[src/rtl/alu_pkg.sv]
// Shared types and constants for the execute-stage ALU.
package alu_pkg;

  localparam int DATA_W = 8;

  typedef enum logic [2:0] {
    AND = 3'd0,
    ADD = 3'd1,
    XOR = 3'd2,
    SUB = 3'd3,
    LSL = 3'd4,
    LSR = 3'd5,
    OR  = 3'd6,
    ADC = 3'd7
  } alu_op_t;

endpackage

[src/rtl/alu_if.sv]
// Operand/result/flag bundle between the register-file read ports, the ALU and writeback.
interface alu_if import alu_pkg::*; #(parameter int W = DATA_W);

  logic [2:0]   alu_cmd;
  logic [W-1:0] inA;
  logic [W-1:0] inB;
  logic [W-1:0] inC;
  logic [W-1:0] rslt;
  logic         carry;
  logic         zero;
  logic         neg;
  logic         parity;

  modport master (
    output alu_cmd, inA, inB, inC,
    input  rslt, carry, zero, neg, parity
  );

  modport slave (
    input  alu_cmd, inA, inB, inC,
    output rslt, carry, zero, neg, parity
  );

endinterface

[src/rtl/alu_shifter.sv]
// Logical barrel shifter with shifted-out bit; amount 0 passes through, amounts above W flush to zero.
module alu_shifter import alu_pkg::*; #(
  parameter int W = DATA_W
) (
  input  logic [W-1:0] value,
  input  logic [W-1:0] amount,
  input  logic         direction,
  output logic [W-1:0] shifted,
  output logic         shift_out
);

  localparam logic [W-1:0] AMT_MAX = W'(W);

  // One guard bit beyond the data catches the last bit pushed out, which also covers amount == W.
  always_comb begin
    shifted   = '0;
    shift_out = 1'b0;
    if (amount == '0) begin
      shifted = value;
    end else if (amount <= AMT_MAX) begin
      if (direction) begin
        {shifted, shift_out} = {value, 1'b0} >> amount;
      end else begin
        {shift_out, shifted} = {1'b0, value} << amount;
      end
    end
  end

endmodule

[src/rtl/alu.sv]
// Execute-stage ALU: combinational result plus registered carry/zero/neg flags.
// Define ALU_PARITY_EN to add the registered even-parity flag; otherwise parity is tied to 0.
module alu import alu_pkg::*; #(
  parameter int W = DATA_W
) (
  input  logic  clk,
  input  logic  reset,
  alu_if.slave  bus
);

  alu_op_t      op;
  logic         cin;
  logic [W:0]   sum_ext;
  logic [W:0]   diff_ext;
  logic [W-1:0] sh_res;
  logic         sh_out;
  logic [W-1:0] result;
  logic         next_carry;
  logic         carry_q;
  logic         zero_q;
  logic         neg_q;
  logic         unused_inc;

  assign op         = alu_op_t'(bus.alu_cmd);
  assign cin        = (op == ADC) & bus.inC[0];
  assign unused_inc = ^bus.inC[W-1:1];

  // Bit W of the widened difference is the borrow for inB - inA.
  assign sum_ext  = {1'b0, bus.inA} + {1'b0, bus.inB} + {{W{1'b0}}, cin};
  assign diff_ext = {1'b0, bus.inB} - {1'b0, bus.inA};

  alu_shifter #(.W(W)) u_shifter (
    .value     (bus.inB),
    .amount    (bus.inA),
    .direction (op == LSR),
    .shifted   (sh_res),
    .shift_out (sh_out)
  );

  always_comb begin
    result     = '0;
    next_carry = 1'b0;
    case (op)
      AND: result = bus.inA & bus.inB;
      XOR: result = bus.inA ^ bus.inB;
      OR:  result = bus.inA | bus.inB;
      ADD, ADC: begin
        result     = sum_ext[W-1:0];
        next_carry = sum_ext[W];
      end
      SUB: begin
        result     = diff_ext[W-1:0];
        next_carry = diff_ext[W];
      end
      LSL, LSR: begin
        result     = sh_res;
        next_carry = sh_out;
      end
      default: ;
    endcase
  end

  assign bus.rslt = result;

  always_ff @(posedge clk) begin
    if (!reset) begin
      carry_q <= 1'b0;
      zero_q  <= 1'b0;
      neg_q   <= 1'b0;
    end else begin
      carry_q <= next_carry;
      zero_q  <= (result == '0);
      neg_q   <= result[W-1];
    end
  end

  assign bus.carry = carry_q;
  assign bus.zero  = zero_q;
  assign bus.neg   = neg_q;

`ifdef ALU_PARITY_EN
  logic parity_q;

  always_ff @(posedge clk) begin
    if (!reset) begin
      parity_q <= 1'b0;
    end else begin
      parity_q <= ^result;
    end
  end

  assign bus.parity = parity_q;
`else
  assign bus.parity = 1'b0;
`endif

endmodule

[src/flat_wrapper.sv]
// flat-port wrapper written by rule: the top's interface ports become plain ports
module alu_flat import alu_pkg::*;
#(
  parameter int W = DATA_W
)
  (clk, reset, bus_alu_cmd, bus_inA, bus_inB, bus_inC, bus_rslt, bus_carry, bus_zero, bus_neg, bus_parity);
  alu_if #(.W(W)) bus_i ();
  input  logic clk;
  input  logic reset;
  input wire logic [$bits(bus_i.alu_cmd)-1:0] bus_alu_cmd;
  input wire logic [$bits(bus_i.inA)-1:0] bus_inA;
  input wire logic [$bits(bus_i.inB)-1:0] bus_inB;
  input wire logic [$bits(bus_i.inC)-1:0] bus_inC;
  output wire logic [$bits(bus_i.rslt)-1:0] bus_rslt;
  output wire logic [$bits(bus_i.carry)-1:0] bus_carry;
  output wire logic [$bits(bus_i.zero)-1:0] bus_zero;
  output wire logic [$bits(bus_i.neg)-1:0] bus_neg;
  output wire logic [$bits(bus_i.parity)-1:0] bus_parity;
  assign bus_i.alu_cmd = bus_alu_cmd;
  assign bus_i.inA = bus_inA;
  assign bus_i.inB = bus_inB;
  assign bus_i.inC = bus_inC;
  assign bus_rslt = bus_i.rslt;
  assign bus_carry = bus_i.carry;
  assign bus_zero = bus_i.zero;
  assign bus_neg = bus_i.neg;
  assign bus_parity = bus_i.parity;
  alu #(.W(W)) u_core (.clk(clk), .reset(reset), .bus(bus_i));
endmodule
[config.mk]
export PLATFORM = sky130hd
export DESIGN_NAME = alu_flat
export DESIGN_NICKNAME = d
export VERILOG_FILES = /design/src/rtl/alu_pkg.sv /design/src/rtl/alu_if.sv /design/src/rtl/alu_shifter.sv /design/src/rtl/alu.sv /design/src/flat_wrapper.sv
export SDC_FILE = /design/constraint.sdc
export NUM_CORES = 1
export LEC_CHECK = 0
export ABC_AREA = 1
export CORE_ASPECT_RATIO = 1.75
export CORE_MARGIN = 3
export CORE_UTILIZATION = 58
export CTS_CLUSTER_SIZE = 8
export DETAILED_ROUTE_END_ITERATION = 8
export PLACE_DENSITY_LB_ADDON = 0.3
export SKIP_CTS_REPAIR_TIMING = 1
export SLEW_MARGIN = 20
export SYNTH_ARGS = -nofsm -noshare
export SYNTH_HDL_FRONTEND = slang
export SYNTH_SLANG_ARGS = --single-unit
[constraint.sdc]
create_clock -name clk -period 5.3 [get_ports clk]
set_input_delay 0.795 -clock clk [delete_from_list [all_inputs] [get_ports clk]]
set_output_delay 0.795 -clock clk [all_outputs]
set_load 0.02 [all_outputs]
* Word-level counts from Yosys, hierarchy flattened *
Index checks and enable logic that the tools add are counted.

word-level totals
  logic and storage cells = 33
  register bits after elaboration = 3
  output and inout bits = 12
  input bits = 29

operators by class
  multiplexer cells = 8
  reduce and logical (&&, ||, !) cells = 5
  $lt $le $gt $ge = 1
  add/subtract/negate cells = 3
  shift operators = 2
  bitwise operators = 4
  equality and inequality tests = 7

operators by type and width
  kind                number
  $pmux 8 s6          1
  $mux 8              3
  $logic_not 8->1     2
  $eq 3x3->1 const B  4
  $add 8x8->9         1
  $add 9x1->9         1
  $shl 8x8->9         1
  $shr 9x8->9         1
  $sub 8x8->9         1
  $and 8x8->8         1
  $le 8x4->1 const B  1
  $or 8x8->8          1
  $xor 8x8->8         1
  $eq 3x2->1 const B  2
  $reduce_or 2->1     2
  $eq 3x1->1 const B  1
  $logic_not 3->1     1
  $mux 1              3
  $pmux 1 s3          1
  $and 1x1->1         1

* Logic depth before layout (Yosys ltp) *
Gate-level depths: netlist of run 1.

  depth in word-level cells = 6
  gate-level depth with buffers = 19
  gate-level depth less buffers = 18

* Hierarchy *
Synthesis of run 1 repeated with hierarchy kept, for this count alone.

unflattened totals
  cell total of the unflattened synthesis = 432
  area total of the unflattened synthesis = 2258.4 um^2

by module, submodules not included
  module       area each (um^2)  instances  cells each
  alu          1556.5            1          279
  alu_shifter  701.9             1          153

* Least setup slack after synthesis of run 1 *
No wires, ideal clock.

  path kind = input to output
  from = input port bus_alu_cmd[2]
  to = output port bus_rslt[4]
  setup slack = 1.868 ns
  required time = 4.505 ns
  stages = 10
  arrival = 2.637 ns
  path through = buf_2 nand4_1 fa_1 fa_1 nor2_1 o21ai_1 a21oi_1 nor2_1 a211oi_1 a21oi_1

between the ends
  longest elaborated chain between the ends = 5

RTL lines
  element                                              RTL line            text
  from (decl)                                          flat_wrapper.sv:10  input wire logic [$bits(bus_i.alu_cmd)-1:0] bus_alu_cmd;
  branches (longest 4 deep; another with $add 9x1->9)  --
  $pmux 8 s6 *                                         alu.sv:43           case (op)
  to (decl)                                            flat_wrapper.sv:14  output wire logic [$bits(bus_i.rslt)-1:0] bus_rslt;

Mark *: on every way between the ends.

* Worst setup path in the final report of run 1 *
  from = input port bus_alu_cmd[2]
  to = output port bus_rslt[6]

Same word-level chain as after synthesis.

==> flow_summary.ini, run 1 <==
[power]
powerDensity_nw_per_um2 = 127
power.leakage_nw = 1.34
ir_drop_v = 0.000174

[logic_synthesis]
synthCells = 398
ys_seq_elements = 3
synth_edf_count = 0
netlist.area_leader.share_pct = 16.8
ys_types = 41
syn_avg_cell_area_um2 = 5.51
ys_seq_area_share_pct = 2.74
synthTopCellsByArea = nand2_1 17%, ha_1 14%, nand3_1 13%, inv_1 7.5%, nor2_1 6.2%
syn-num-nets = 454
ys_warn_count = 0
synth_top_flop_cell = dfxtp_1
netlist_area_um2 = 2190
async_flop_share_pct = 0
synth_area_leader_cell = nand2_1

[worst_hold_path]
hp-class = in -> reg
whs_path_depth = 3

[grt]
grt_pass1_vias = 2700
antenna_found_initial = 0
grt_use_total_pct = 36.2
overflow = 0
grt_pass1_wl_um = 12700
grt_max_degree = 24

[worst_setup_path]
critPathKind = in -> out
crit_required_ps = 4510
crit_buf_inv = 4
max_stage_delay_ps = 660
worstPathCellList = clkdlybuf4s50_1, nand4_1, fa_1, fa_1, inv_1, nand4_1, nand3_1, nand2_1, nand3_1, o211ai_1, nor2_1, nand2_1, nand2_1, inv_1, clkdlybuf4s50_1
crit_top_cell = nand2_1
worst_setup_path_end_kind = primary output
critPathArrivalTime_ps = 3950
critical_path_cell_count = 15
setup.worst_path.start_class = primary input
crit_family = buffers and inverters
crit_slowest_cell = clkdlybuf4s50_1
cp_max_fo = 8

[floorplan]
die_y_um = 87.4
io_pins = 41
num_rows = 29
core-area_um2 = 3630
dieArea_um2 = 4580
start_util_pct = 60.4
die_w_um = 52.5

[placed_design]
hpwl_um = 6190
routabilityCongestion = 1.03
pre_cts_ws_ps = 630
dpl.cell_count = 466
numPortBuffers = 32

[timing]
fin_ws_ps = 551
layout_min_cycle_time_ps = 4750
finalHoldViolations = 0
fmax_mhz = 211
setup_viol = 0
slew_violations = 0
hold_ws_ps = 1300
rsz0062_at_grt = false
period_share_pct = 89.6
final.setup.tns_ps = 0

[detailed_routing]
drc = 0
vias = 2867
drtIter0Drc = 221
routed_wl_um = 7860
drt-pass1-iter-count = 5
drtAntennaViolNets = 0
avgViaCountPerCell = 6.10
avgRoutedWirePerCell_um = 16.7

[finish]
final_layout_size_suffix_gt1_share_pct = 11.6
final_cells = 470
insertedDiodeCount = 0
syn_to_final_growth_pct = 16.8
final_net_count = 481

[clock_network]
cts_root_buf = clkbuf_8
clk_pin_slew_worst_paths_ps = 30
cts_max_path_buffers = 2
cts_sinks = 3
cts-buffers-inserted = 3
cts_tree = yes
htreeDepth = 1

[run]
drv_cap = 0

[status]
outcome = complete, no violations
area by class of cell:
cell class	instances	area, um2
Tap cell	46	57.6
Inverter	57	215
Clock buffer	4	45.0
Sequential cell	3	60.1
Fill cell	363	1070
Timing Repair Buffer	35	343
Multi-Input combinational cell	325	1840
cells in the final DEF (no fill, tap or decap), drive strengths merged:
cell type / instances
nor4: 1
o211ai: 7
or2: 6
a21boi: 1
o311ai: 1
clkbuf: 4
nand2: 111
a211oi: 1
a2111oi: 1
a21oi: 21
o21ai: 16
a31oi: 2
ha: 24
o22ai: 2
nor3: 7
buf: 3
nand4: 14
and3: 1
nor2: 44
clkinv: 2
dfxtp: 3
clkdlybuf4s50: 32
nand3: 58
conb: 1
o21bai: 2
fa: 3
o221ai: 1
inv: 55
final timing paths:
path                  startpoint          endpoint
hold / removal             reset  u_core.bus.carry
setup / recovery  bus_alu_cmd[2]       bus_rslt[6]
kinds of logic after synthesis:
kind of cell / Yosys count / share of synthesized area (%)
compound gates: 55 / 15.0
other cells: 1 / 0.171
fa+ha+maj: 27 / 16.4
flops: 3 / 2.74
simple gates: 242 / 52.4
buf+inv: 70 / 13.3
per-stage QoR:
step,utilization [%],cell area [um2],total power (W)
global placement,69.4,2520,0.000248
global route,70.6,2560,0.000351
floorplan,-,2190,0.000175
detailed placement,69.4,2520,0.000252
finish,70.6,2560,0.000324
CTS,70.6,2560,0.000319
routing by layer:
metal | track usage [%] | vias to the layer above | wire, um
met2 | 63.1 | 162 | 4030
li1 | - | 1368 | -
met1 | 41.9 | 1288 | 2800
met3 | 4.29 | 49 | 531
met4 | 17.4 | 0 | 496
met5 | 0 | - | 0
synth_stat cells (5+ instances only):
library cell / n
inv_2: 11
nor2_1: 36
inv_1: 44
o211ai_1: 7
nor2_2: 5
o21ai_1: 6
nor3_1: 6
nand2_2: 11
a21oi_1: 20
nand3_1: 55
ha_1: 24
buf_4: 5
o21ai_0: 10
nand2_1: 98
buf_2: 6
nand4_1: 14
worst min-delay path: stages:
cell,delay (ps)
clkdlybuf4s50_1,520
nand2_1,120
inv_1,30
registers in the layout (all words and copies together) (netlist names):
name / flops
u_core.bus.zero: 1
u_core.bus.carry: 1
u_core.bus.neg: 1
report_power, final:
part           internal [W]   total, W  leakage [nW]  switching (W)
Sequential        0.0000241  0.0000244        0.0245    0.000000305
Combinational     0.0000869   0.000234          1.29       0.000147
Clock             0.0000512  0.0000659        0.0228      0.0000146
(Power assumes the default switching activity.)
==> run 2: changes to the inputs <==
--- a/config.mk
+++ b/config.mk
@@ -12,6 +12,7 @@
 export CTS_CLUSTER_SIZE = 8
 export DETAILED_ROUTE_END_ITERATION = 8
 export PLACE_DENSITY_LB_ADDON = 0.3
+export REMOVE_ABC_BUFFERS = 1
 export SKIP_CTS_REPAIR_TIMING = 1
 export SLEW_MARGIN = 20
 export SYNTH_ARGS = -nofsm -noshare
==> flow_summary.ini, run 2 (synthesized netlist as in run 1, its figures left out) <==
[grt]
grt_use_met2_pct = 64.0
grt_use_total_pct = 35.2
grt_pass1_vias = 2674
top_usage_layer = met2
overflow = 0
use_met1_pct = 39.3
grt_pass1_wl_um = 12500
grt_max_degree = 24
antenna_found_initial = 0
use_met3_pct = 2.23

[finish]
final_net_count = 481
fillCellCount = 331
design_area_um2 = 2560
final_cells = 470
insertedDiodeCount = 0
final_common_cell = nand2_1
syn_to_final_growth_pct = 16.8
layout_common_cells = 98 x nand2_1, 55 x nand3_1, 44 x inv_1
final_layout_size_suffix_gt1_share_pct = 11.6

[clock_network]
clk_pin_slew_worst_paths_ps = 30
cts_tree = yes
cts_root_buf = clkbuf_8
htreeDepth = 1
cts_max_path_buffers = 2
cts-buffers-inserted = 3
cts_sinks = 3

[placed_design]
placed_cell_area_um2 = 2520
routabilityCongestion = 1.04
numPortBuffers = 32
dpl.cell_count = 466
hpwl_um = 6100

[floorplan]
io_pins = 41
dieArea_um2 = 4580
die_w_um = 52.5
start_util_pct = 60.4
num_rows = 29
die_y_um = 87.4
core-area_um2 = 3630

[detailed_routing]
drtIter0Drc = 175
drc = 0
vias = 2841
drtAntennaViolNets = 0
drt-pass1-iter-count = 5
routed_wl_um = 7790
avgViaCountPerCell = 6.04
avgRoutedWirePerCell_um = 16.6

[timing]
setup_viol = 0
final.setup.tns_ps = 0
fmax_mhz = 207
finalHoldViolations = 0
period_share_pct = 91.2
layout_min_cycle_time_ps = 4830
slew_violations = 0
rsz0062_at_grt = false

[worst_setup_path]
crit_top_cell = nand2_1
critPathArrivalTime_ps = 4040
worst_setup_path_end_kind = primary output
max_stage_delay_ps = 640
critPathKind = in -> out
setup.worst_path.start_class = primary input
worstPathCellList = clkdlybuf4s50_1, nand4_1, fa_1, fa_1, inv_1, nand4_1, nand3_1, nand2_1, nand3_1, o211ai_1, nor2_1, nand2_1, nand2_1, inv_1, clkdlybuf4s50_1
crit_required_ps = 4510
cp_max_fo = 8
crit_slowest_cell = clkdlybuf4s50_1

[power]
power.leakage_nw = 1.34
ir_drop_v = 0.000203
power.total_w = 0.000327
powerDensity_nw_per_um2 = 128

[run]
drv_cap = 0

[status]
outcome = complete, no violations

[worst_hold_path]
hp-class = in -> reg
-- run 2: cell counts in the layout (fill, tap and decap cells not counted) --
Identical to the previous run, type by type.
-- run 2: cell type report --
cell class / count / area, um2 / area share [%]
well taps: 46 / 57.6 / 2.25
flip-flops and latches: 3 / 60.1 / 2.34
inverters: 57 / 215 / 8.40
clock buffers: 4 / 45.0 / 1.76
repair buffers: 35 / 343 / 13.4
multi-input cells: 325 / 1840 / 71.9
-- run 2: path summary, 6_finish.rpt --
check                      start                to  slack [ps]  cells past startpoint
setup / recovery  bus_alu_cmd[2]       bus_rslt[6]         470                     15
hold / removal             reset  u_core.bus.carry        1240                      3
-- run 2: power breakdown --
group	switching (W)	internal, W
Combinational	0.000149	0.0000867
Clock	0.0000158	0.0000514
Sequential	0.000000390	0.0000241
Total	0.000165	0.000162
-- run 2: routing by layer --
| layer | vias to the layer above | wire length, um | share of wire (%) |
|---|---|---|---|
| met5 | - | 0 | 0 |
| met4 | 0 | 425 | 5.5 |
| met3 | 37 | 532 | 6.8 |
| met2 | 181 | 4060 | 52 |
| met1 | 1257 | 2770 | 36 |
| li1 | 1366 | - | - |
-- run 2: stage by stage --
stage          util, %  hold slack (ps)  setup WS, ps
5_1_grt           70.6             1270           281
4_1_cts           70.6             1220           556
3_5_place_dp      69.4             1420           567
2_1_floorplan        -              893          2010
6_report          70.6             1240           469
3_3_place_gp      69.4             1420           601
-- run 2: worst max-delay path, delay by kind of cell --
family	cells	cell delay, ps
adder cells (fa/ha/maj)	2	880
buffers and inverters	4	1300
AND/OR/NAND/NOR	8	970
AO/OA/AOI/OAI	1	100
